File: src/rtl/uart_rx_mmio.sv
// uart_rx_mmio -- 8N1 UART receiver with a small memory-mapped read port.
//
// The serial line is synchronized, framed by a four-state FSM and the
// received bytes are held in local storage until the CPU pops them through
// the data address. Status bits (overrun, frame_err, rx_valid) are read at
// the status address; a strobed status read clears the two sticky flags.
//
// Build option: define UART_RX_FIFO_EN for a 4-entry receive FIFO; leave it
// undefined for a single holding register.
//
// Parameters
//   CLK_HZ       system clock frequency in Hz
//   BAUD         line rate; CLKS_PER_BIT = CLK_HZ/BAUD, never below 4
//   DATA_ADDR    address of the receive data register
//   STATUS_ADDR  address of the status register
//
// Ports
//   clk        system clock, rising edge
//   rst        synchronous active-high reset
//   rxd        asynchronous serial input, idle high
//   Address    CPU read address
//   rd_en      one-cycle read strobe qualifying Address
//   rd_data    combinational read data (independent of rd_en)
//   rx_valid   at least one byte pending
//   frame_err  sticky: stop bit sampled low
//   overrun    sticky: byte dropped because storage was full
//
// state | meaning
// ------+---------------------------------------------------------
// IDLE  | waiting for a falling edge on the synchronized line
// START | timing to mid start bit; a high line there is a glitch
// DATA  | sampling 8 data bits, LSB first, one per bit period
// STOP  | sampling the stop bit; push the byte or flag frame_err

module uart_rx_mmio #(
   parameter int         CLK_HZ      = 50000000,
   parameter int         BAUD        = 9600,
   parameter logic [7:0] DATA_ADDR   = 8'hFD,
   parameter logic [7:0] STATUS_ADDR = 8'hFE
) (
   input  logic       clk,
   input  logic       rst,
   input  logic       rxd,
   input  logic [7:0] Address,
   input  logic       rd_en,
   output logic [7:0] rd_data,
   output logic       rx_valid,
   output logic       frame_err,
   output logic       overrun
);

   localparam int CPB_RAW = CLK_HZ / BAUD;
   localparam int CPB     = (CPB_RAW < 4) ? 4 : CPB_RAW;
   localparam int CNT_W   = $clog2(CPB);

   localparam logic [CNT_W-1:0] CNT_LAST = CNT_W'(CPB - 1);
   localparam logic [CNT_W-1:0] CNT_HALF = CNT_W'(CPB / 2);

   typedef enum logic [1:0] {
      IDLE  = 2'd0,
      START = 2'd1,
      DATA  = 2'd2,
      STOP  = 2'd3
   } state_t;

   state_t state, next_state;

   logic             rxd_m, rxd_s, rxd_prev;
   logic [CNT_W-1:0] cnt;
   logic [2:0]       idx;
   logic [7:0]       shreg;

   logic cnt_clr, cnt_inc, bit_sample, push, ferr_set;
   logic pop, stat_rd, full, push_ok, ovr_set;
   logic [7:0] head;

   // Synchronizer plus one extra stage for falling-edge detection. All
   // three reset high so a released reset never looks like a start bit.
   always_ff @(posedge clk) begin
      if (rst) begin
         rxd_m    <= 1'b1;
         rxd_s    <= 1'b1;
         rxd_prev <= 1'b1;
      end else begin
         rxd_m    <= rxd;
         rxd_s    <= rxd_m;
         rxd_prev <= rxd_s;
      end
   end

   always_ff @(posedge clk) begin
      if (rst) state <= IDLE;
      else     state <= next_state;
   end

   always_comb begin
      next_state = state;
      case (state)
         IDLE:  if (rxd_prev && !rxd_s) next_state = START;
         START: if (cnt == CNT_HALF)    next_state = rxd_s ? IDLE : DATA;
         DATA:  if (cnt == CNT_LAST && idx == 3'd7) next_state = STOP;
         STOP:  if (cnt == CNT_LAST)    next_state = IDLE;
         default: next_state = IDLE;
      endcase
   end

   always_comb begin
      cnt_clr    = 1'b0;
      cnt_inc    = 1'b0;
      bit_sample = 1'b0;
      push       = 1'b0;
      ferr_set   = 1'b0;
      case (state)
         IDLE: cnt_clr = 1'b1;
         START: begin
            if (cnt == CNT_HALF) cnt_clr = 1'b1;
            else                 cnt_inc = 1'b1;
         end
         DATA: begin
            if (cnt == CNT_LAST) begin
               cnt_clr    = 1'b1;
               bit_sample = 1'b1;
            end else begin
               cnt_inc = 1'b1;
            end
         end
         STOP: begin
            if (cnt == CNT_LAST) begin
               cnt_clr = 1'b1;
               if (rxd_s) push     = 1'b1;
               else       ferr_set = 1'b1;
            end else begin
               cnt_inc = 1'b1;
            end
         end
         default: cnt_clr = 1'b1;
      endcase
   end

   always_ff @(posedge clk) begin
      if (rst) begin
         cnt   <= '0;
         idx   <= 3'd0;
         shreg <= 8'h00;
      end else begin
         if (cnt_clr)      cnt <= '0;
         else if (cnt_inc) cnt <= cnt + CNT_W'(1);

         if (bit_sample) begin
            shreg[idx] <= rxd_s;
            idx        <= idx + 3'd1;
         end else if (state == IDLE) begin
            idx <= 3'd0;
         end
      end
   end

   assign pop     = rd_en && (Address == DATA_ADDR) && rx_valid;
   assign stat_rd = rd_en && (Address == STATUS_ADDR);
   // A pop frees a slot in the same cycle, so push-while-full is accepted.
   assign push_ok = push && (!full || pop);
   assign ovr_set = push && full && !pop;

`ifdef UART_RX_FIFO_EN
   logic [7:0] mem [4];
   logic [1:0] wr_ptr, rd_ptr;
   logic [2:0] count;

   assign full     = (count == 3'd4);
   assign rx_valid = (count != 3'd0);
   assign head     = mem[rd_ptr];

   always_ff @(posedge clk) begin
      if (rst) begin
         for (int i = 0; i < 4; i++) mem[i] <= 8'h00;
         wr_ptr <= 2'd0;
         rd_ptr <= 2'd0;
         count  <= 3'd0;
      end else begin
         if (pop) rd_ptr <= rd_ptr + 2'd1;
         // When full, wr_ptr == rd_ptr: the write lands in the slot being popped.
         if (push_ok) begin
            mem[wr_ptr] <= shreg;
            wr_ptr      <= wr_ptr + 2'd1;
         end
         case ({push_ok, pop})
            2'b10:   count <= count + 3'd1;
            2'b01:   count <= count - 3'd1;
            default: count <= count;
         endcase
      end
   end
`else
   logic [7:0] hold;
   logic       hold_valid;

   assign full     = hold_valid;
   assign rx_valid = hold_valid;
   assign head     = hold;

   always_ff @(posedge clk) begin
      if (rst) begin
         hold       <= 8'h00;
         hold_valid <= 1'b0;
      end else begin
         if (push_ok) hold <= shreg;
         hold_valid <= push_ok || (hold_valid && !pop);
      end
   end
`endif

   // Set wins over a same-cycle status-read clear.
   always_ff @(posedge clk) begin
      if (rst) begin
         frame_err <= 1'b0;
         overrun   <= 1'b0;
      end else begin
         frame_err <= ferr_set || (frame_err && !stat_rd);
         overrun   <= ovr_set  || (overrun   && !stat_rd);
      end
   end

   always_comb begin
      rd_data = 8'h00;
      if (Address == DATA_ADDR)        rd_data = head;
      else if (Address == STATUS_ADDR) rd_data = {5'b0, overrun, frame_err, rx_valid};
   end

endmodule

File: config.mk
export PLATFORM = sky130hd
export DESIGN_NAME = uart_rx_mmio
export DESIGN_NICKNAME = d
export VERILOG_FILES = /design/src/rtl/uart_rx_mmio.sv
export SDC_FILE = /design/constraint.sdc
export NUM_CORES = 1
export LEC_CHECK = 0
export BUFFER_PORTS_ARGS = -buffer_cell sky130_fd_sc_hd__buf_2
export CAP_MARGIN = 30
export CORE_ASPECT_RATIO = 1.25
export CORE_MARGIN = 4
export CORE_UTILIZATION = 30
export CTS_CLUSTER_DIAMETER = 30
export DETAILED_ROUTE_END_ITERATION = 8
export GPL_ROUTABILITY_DRIVEN = 0
export HOLD_SLACK_MARGIN = 0.02
export SLEW_MARGIN = 25
export SYNTH_ARGS = -nofsm -noshare
export SYNTH_HDL_FRONTEND = slang
export SYNTH_SLANG_ARGS = --single-unit
export TNS_END_PERCENT = 5
File: constraint.sdc
create_clock -name clk -period 4.48 [get_ports clk]
set_input_delay 0.672 -clock clk [delete_from_list [all_inputs] [get_ports clk]]
set_output_delay 0.672 -clock clk [all_outputs]
set_load 0.02 [all_outputs]
==> flow_summary.yaml, run 1 <==
global_route:
  grt.met3_usage_pct: 2.808
  grt_pass1_vias: 1578
  grt_pass1_wl_um: 7210
  gr-usage-met2_pct: 18.66
  grt_start_max_net_pins: 29
  busiest_layer: "met2"
  grt_overflow_total: 0
  track_usage_pct: 11.27
  antenna_found_initial: 0
  use_met1_pct: 13.76
cells_and_area:
  num_antenna_cells: 0
  nets: 266
  area_growth_pct: 14.39
  n_fill_cell: 717
  multiInputGateArea_um2: 1107
  seqCellArea_um2: 800.8
  layout-drive-gt1-share_pct: 18.73
synthesis:
  ys_warn_count: 0
  syn_nets: 248
  synth_top_family_by_area: "simple AND/OR/NAND/NOR gates"
  synth-simple-area-share_pct: 30.04
  synth.distinct_cells: 50
  synth_fa_ha_area_share_pct: 2.503
  synth_compound_area_share_pct: 17.52
  synth.area.top_cells: "dfxtp_1, a21oi_1, nand3_1, nand4_1, nor2_1"
  synthMuxAreaShare_pct: 0.5006
  syn_area_um2: 1999
  synth_flop_cell: "dfxtp_1"
  yosysTopAreaCell: "dfxtp_1"
  yosysTopAreaCellShare_pct: 40.05
  synth_edf_count: 0
  synth_cells: 232
  synthArstFlopShare_pct: 0
  syn_area_per_cell_um2: 8.618
  synth_seq_cells: 40
  synthXorXnorAreaFrac_pct: 4.819
  synth-seq-area-share_pct: 40.05
timing:
  finalHoldViolations: 0
  slew_headroom_pct: 52.55
  worst_pin_slew_ns: 0.7053
  period_needed_ns: 2.571
  maxSlewViolCount: 0
  max_freq_mhz: 389.0
  whs_ns: 0.4117
  setup_viol: 0
  grt_setup_unrepaired: "false"
  finalCritPeriodShare_pct: 57.38
  finClkSkew_ns: 0.008903
  fin_tns_setup_ns: 0
clocking:
  post_cts_buffers: 0
  cts_made_buffers: 5
  htree_levels: 2
  clk_pin_slew_ns: 0.08
  insertion_delay_ns: 0.30
  hold_buffers: 0
  cts_buffer_depth: 2
  tritoncts: "built"
  clock-sinks: 40
  postCtsResizedCells: 0
  cts_root_buffer: "clkbuf_8"
floorplan:
  dieArea_um2: 8043
  initial_utilization_pct: 30.65
  row_count: 33
  fp.dieH_um: 99.28
  die_x_um: 81.02
  coreArea_um2: 6524
  ios: 23
routing:
  ant_nets: 0
  drt_iter0_drc: 102
  vias: 1733
  routedWlPerCell_um: 12.52
  drc: 0
  detail_route.first_pass.iterations: 4
  wl_um: 4232
  vias_per_cell: 5.127
placed_design:
  portBuffers: 22
  hpwl_um: 3090
worst_setup_path:
  worstSetupStartpointType: "input pin"
  worstSetupPathType: "input pin to primary output"
  crit_fanout: 6
  cp_common_cell: "buf_2"
  worst_path_largest_cell_delay_ns: 0.49
  end_kind: "primary output"
  arrival_ns: 1.90
  critical-path-slowest-cell: "nor4_1"
  critical_path.cell_chain: "buf_2 -> nand2_1 -> nor4_1 -> buf_1 -> a22o_1 -> buf_2"
  cp_data_required_time_ns: 3.81
outcome:
  status: "finished, final reports clean"
pwr:
  p_per_area_nw_per_um2: 298.0
  vdd_drop_max_uv: 118.6
  leakage_nw: 0.7526
hold_path:
  hold_path_class: "flop to flop"
flow_run:
  drv_cap: 0
-- final timing paths --
| path | startpoint | to | slack [ns] | cells after the start |
|---|---|---|---|---|
| worst max register to register | cnt[2] | cnt[0] | 2.11 | 5 |
| worst max-delay path | Address[3] | rd_data[0] | 1.91 | 6 |
| worst min-delay path | rxd_m | rxd_s | 0.41 | 1 |
| worst min register to register | rxd_m | rxd_s | 0.41 | 1 |
-- state kept, by name (all words and copies together), names as in the netlist, named ones only --
signal     cells
frame_err      1
cnt           13
state          1
overrun        1
rxd_prev       1
head           8
rxd_s          1
shreg          8
rx_valid       1
rxd_m          1
idx            3
-- worst max-delay path: cells and delay by family --
| kind | cells | cell delay (ns) |
|---|---|---|
| buffers and inverters | 3 | 0.48 |
| and+or+nand+nor | 2 | 0.57 |
| AOI/OAI and AO/OA | 1 | 0.16 |
-- logic make-up (layout without fill, tap and decap cells) --
| family | Yosys count | in the layout |
|---|---|---|
| simple gates | 101 | 101 |
| buf+inv | 21 | 40 |
| xor+xnor | 11 | 11 |
| compound gates | 54 | 54 |
| fa+ha+maj | 4 | 4 |
| mux | 1 | 1 |
| flops | 40 | 40 |
-- cells in the mapped netlist, drive strengths merged, types with 4 or more instances --
| library cell | count |
|---|---|
| buf | 4 |
| nand3 | 18 |
| dfxtp | 40 |
| xnor2 | 7 |
| nor4 | 8 |
| nand4 | 14 |
| ha | 4 |
| nor2 | 17 |
| a21oi | 19 |
| xor2 | 4 |
| o21ai | 14 |
| nand2 | 9 |
| nor3 | 4 |
| and2 | 6 |
| nand2b | 4 |
| clkbuf | 10 |
| inv | 7 |
-- cells in the final DEF, fill, tap and decap left out, types with 3 or more instances in the layout --
master | netlist | routed
a22o_1 | 3 | 3
o21ai_1 | 7 | 7
and2_1 | 6 | 6
o21ai_0 | 6 | 6
ha_1 | 4 | 4
nor4_1 | 7 | 7
nand2b_1 | 4 | 4
nor3_1 | 4 | 4
buf_2 | 1 | 22
xnor2_1 | 7 | 7
or2_2 | 3 | 3
xor2_1 | 4 | 4
nand3_1 | 18 | 18
o22ai_1 | 3 | 3
nand2_1 | 9 | 9
nand4_1 | 14 | 14
inv_1 | 7 | 7
a21oi_1 | 18 | 18
clkbuf_8 | 0 | 5
nor2_1 | 17 | 17
dfxtp_1 | 40 | 40
-- metrics by stage --
stage	instances	setup WS, ns	total power, mW	util, %	area [um^2]
2_1_floorplan	232	2.091	0.3805	-	1999
3_3_place_gp	328	1.655	0.3876	33.12	2161
3_5_place_dp	330	1.882	0.3886	33.30	2172
4_1_cts	338	1.880	0.6902	35.06	2287
5_1_grt	338	1.699	0.7103	35.06	2287
6_report	338	1.909	0.6815	35.06	2287
-- where the power goes --
| group | switching (mW) | leakage [nW] | total (mW) | internal, mW |
|---|---|---|---|---|
| logic | 0.0123 | 0.375 | 0.0198 | 0.00752 |
| clock network | 0.134 | 0.0548 | 0.301 | 0.168 |
| registers | 0.00327 | 0.323 | 0.360 | 0.357 |
-- routing by layer --
layer	vias up	wire (um)	part of all wire [%]
li1	894	-	-
met4	0	90	2.1
met1	790	1919	45
met2	39	2015	48
met5	-	0	0
met3	10	206	4.9
-- final cells by class --
cell class	instances	share of cell area, %
Clock inverter	3	2.024
Inverter	7	1.149
Multi-Input combinational cell	171	48.41
Timing Repair Buffer	25	5.635
Sequential cell	40	35.01
Tap cell	87	4.759
Clock buffer	5	3.009
(Power assumes the default switching activity.)
==> run 2: changes to the inputs <==
==> constraint.sdc (replaced) <==
create_clock -name clk -period 2.55 [get_ports clk]
set_input_delay 0.3825 -clock clk [delete_from_list [all_inputs] [get_ports clk]]
set_output_delay 0.3825 -clock clk [all_outputs]
set_load 0.02 [all_outputs]
==> flow_summary.yaml, run 2 (synthesis gave the netlist of run 1 again) <==
outcome:
  status: "finished, final reports clean"
clocking:
  htree_levels: 2
  post_cts_buffers: 0
  hold_buffers: 0
  insertion_delay_ns: 0.29
  tritoncts: "built"
  cts_made_buffers: 5
  cts_root_buffer: "clkbuf_8"
  postCtsResizedCells: 0
  clk_pin_slew_ns: 0.08
  clock-sinks: 40
  cts_buffer_depth: 2
hold_path:
  hold_path_depth: 2
  hold_path_class: "input pin to flop"
worst_setup_path:
  critical-path-slowest-cell: "or4_4"
  crit_buf_inv: 0
  crit_start: "cnt[0]"
  worstReg2RegStart: "cnt[0]"
  critical_path.cell_chain: "ha_1 -> nand4_1 -> or4_4 -> o21ai_1 -> a21oi_1"
  worstSetupPathType: "flop to flop"
  path_depth: 5
  worstSetupStartpointType: "flop"
  r2r_setup_slack_ns: 0.43
  r2r_cells: 5
  r2r_end: "head[0]"
  end_kind: "flop"
  worst_path_largest_cell_delay_ns: 0.69
  worstSetupEndpoint: "head[0]"
  cp_top_family: "simple AND/OR/NAND/NOR gates"
  cp_data_required_time_ns: 2.70
  arrival_ns: 2.27
  crit_fanout: 9
floorplan:
  initial_utilization_pct: 30.65
  ios: 23
  coreArea_um2: 6524
  dieArea_um2: 8043
  die_x_um: 81.02
  fp.dieH_um: 99.28
  row_count: 33
pwr:
  vdd_drop_max_uv: 201.2
  leakage_nw: 0.7565
  p_per_area_nw_per_um2: 485.0
timing:
  period_needed_ns: 2.119
  maxSlewViolCount: 0
  finClkSkew_ns: 0.01070
  setup_viol: 0
  finalCritPeriodShare_pct: 83.09
  worst_pin_slew_ns: 0.6792
  grt_setup_unrepaired: "false"
  finalHoldViolations: 0
  slew_headroom_pct: 54.08
  fin_tns_setup_ns: 0
  max_freq_mhz: 472.0
placed_design:
  place_inst: 332
  dpl_cell_area_um2: 2191
  portBuffers: 22
  hpwl_um: 3189
cells_and_area:
  nets: 268
  utilization_pct: 35.08
  n_fill_cell: 711
  largest_reg_flops: 13
  mostFrequentLayoutCells: "dfxtp_1, buf_2, nand3_1, a21oi_1, nor2_1"
  layout-drive-gt1-share_pct: 19.76
  fin_cells: 340
  design_area_um2: 2288
  num_antenna_cells: 0
  final_common_cell: "dfxtp_1"
  area_growth_pct: 14.46
  regMostFlops: "cnt"
routing:
  vias_per_cell: 5.135
  routedWlPerCell_um: 12.81
  detail_route.first_pass.iterations: 4
  vias: 1746
  ant_nets: 0
  drt_iter0_drc: 56
  drc: 0
  wl_um: 4356
global_route:
  grt_pass1_wl_um: 7672
  track_usage_pct: 11.96
  grt_overflow_total: 0
  antenna_found_initial: 0
  grt_start_max_net_pins: 29
  grt_pass1_vias: 1698
flow_run:
  drv_cap: 0
[run 2: cell count changes in the layout (fill, tap and decap cells not counted)]
cell / before / now
buf_4: 2 / 5
inv_6: 1 / 0
buf_1: 1 / 0
clkbuf_8: 5 / 6
clkinvlp_4: 1 / 2
bufinv_16: 1 / 0
[run 2: how the worst min path moves through the flow]
stage                     start  slack [ns]    end
after CTS                   rxd        0.26  rxd_m
after detailed placement  rxd_m        0.40  rxd_s
after global routing        rxd        0.28  rxd_m
final                       rxd        0.27  rxd_m
after global placement    rxd_m        0.39  rxd_s
after floorplan           rxd_m        0.39  rxd_s
[run 2: report_power, final]
group	internal [mW]	leakage, nW	switching, mW
clock	0.219	0.0434	0.223
sequential	0.627	0.323	0.00569
combinational	0.0134	0.390	0.0215
[run 2: layout make-up]
class                   instances  area, um^2  area share (%)
multi-input cells             171        1107           48.39
flip-flops and latches         40       800.8           34.99
repair buffers                 27       147.6           6.452
well taps                      87       108.9           4.757
clock buffers                   6       82.58           3.609
inverters                       7       26.28           1.148
clock inverters                 2       15.01          0.6561
[run 2: metal layers]
metal / part of all wire (%) / wire length [um] / vias to the layer above / GRT usage (%)
li1: - / - / 894 / -
met1: 43 / 1893 / 798 / 14.21
met2: 50 / 2166 / 44 / 20.43
met3: 4.2 / 185 / 10 / 1.993
met4: 2.5 / 111 / 0 / 5.982
met5: 0 / 0 / - / 0
[run 2: per-stage QoR]
stage                     hold WS (ns)  total power [mW]  setup slack, ns
final                           0.2693             1.110           0.4312
after global routing            0.2779             1.160           0.2546
after CTS                       0.2614             1.127           0.4439
after detailed placement        0.4039            0.6833           0.4638
after global placement          0.3926            0.6820           0.5055
after floorplan                 0.3895            0.6685           0.5004
[run 2: worst register-to-register path, cell delays in order (launching register included)]
cell     delay [ns]
dfxtp_1        0.45
ha_1           0.33
nand4_1        0.28
or4_4          0.69
o21ai_1        0.15
a21oi_1        0.07
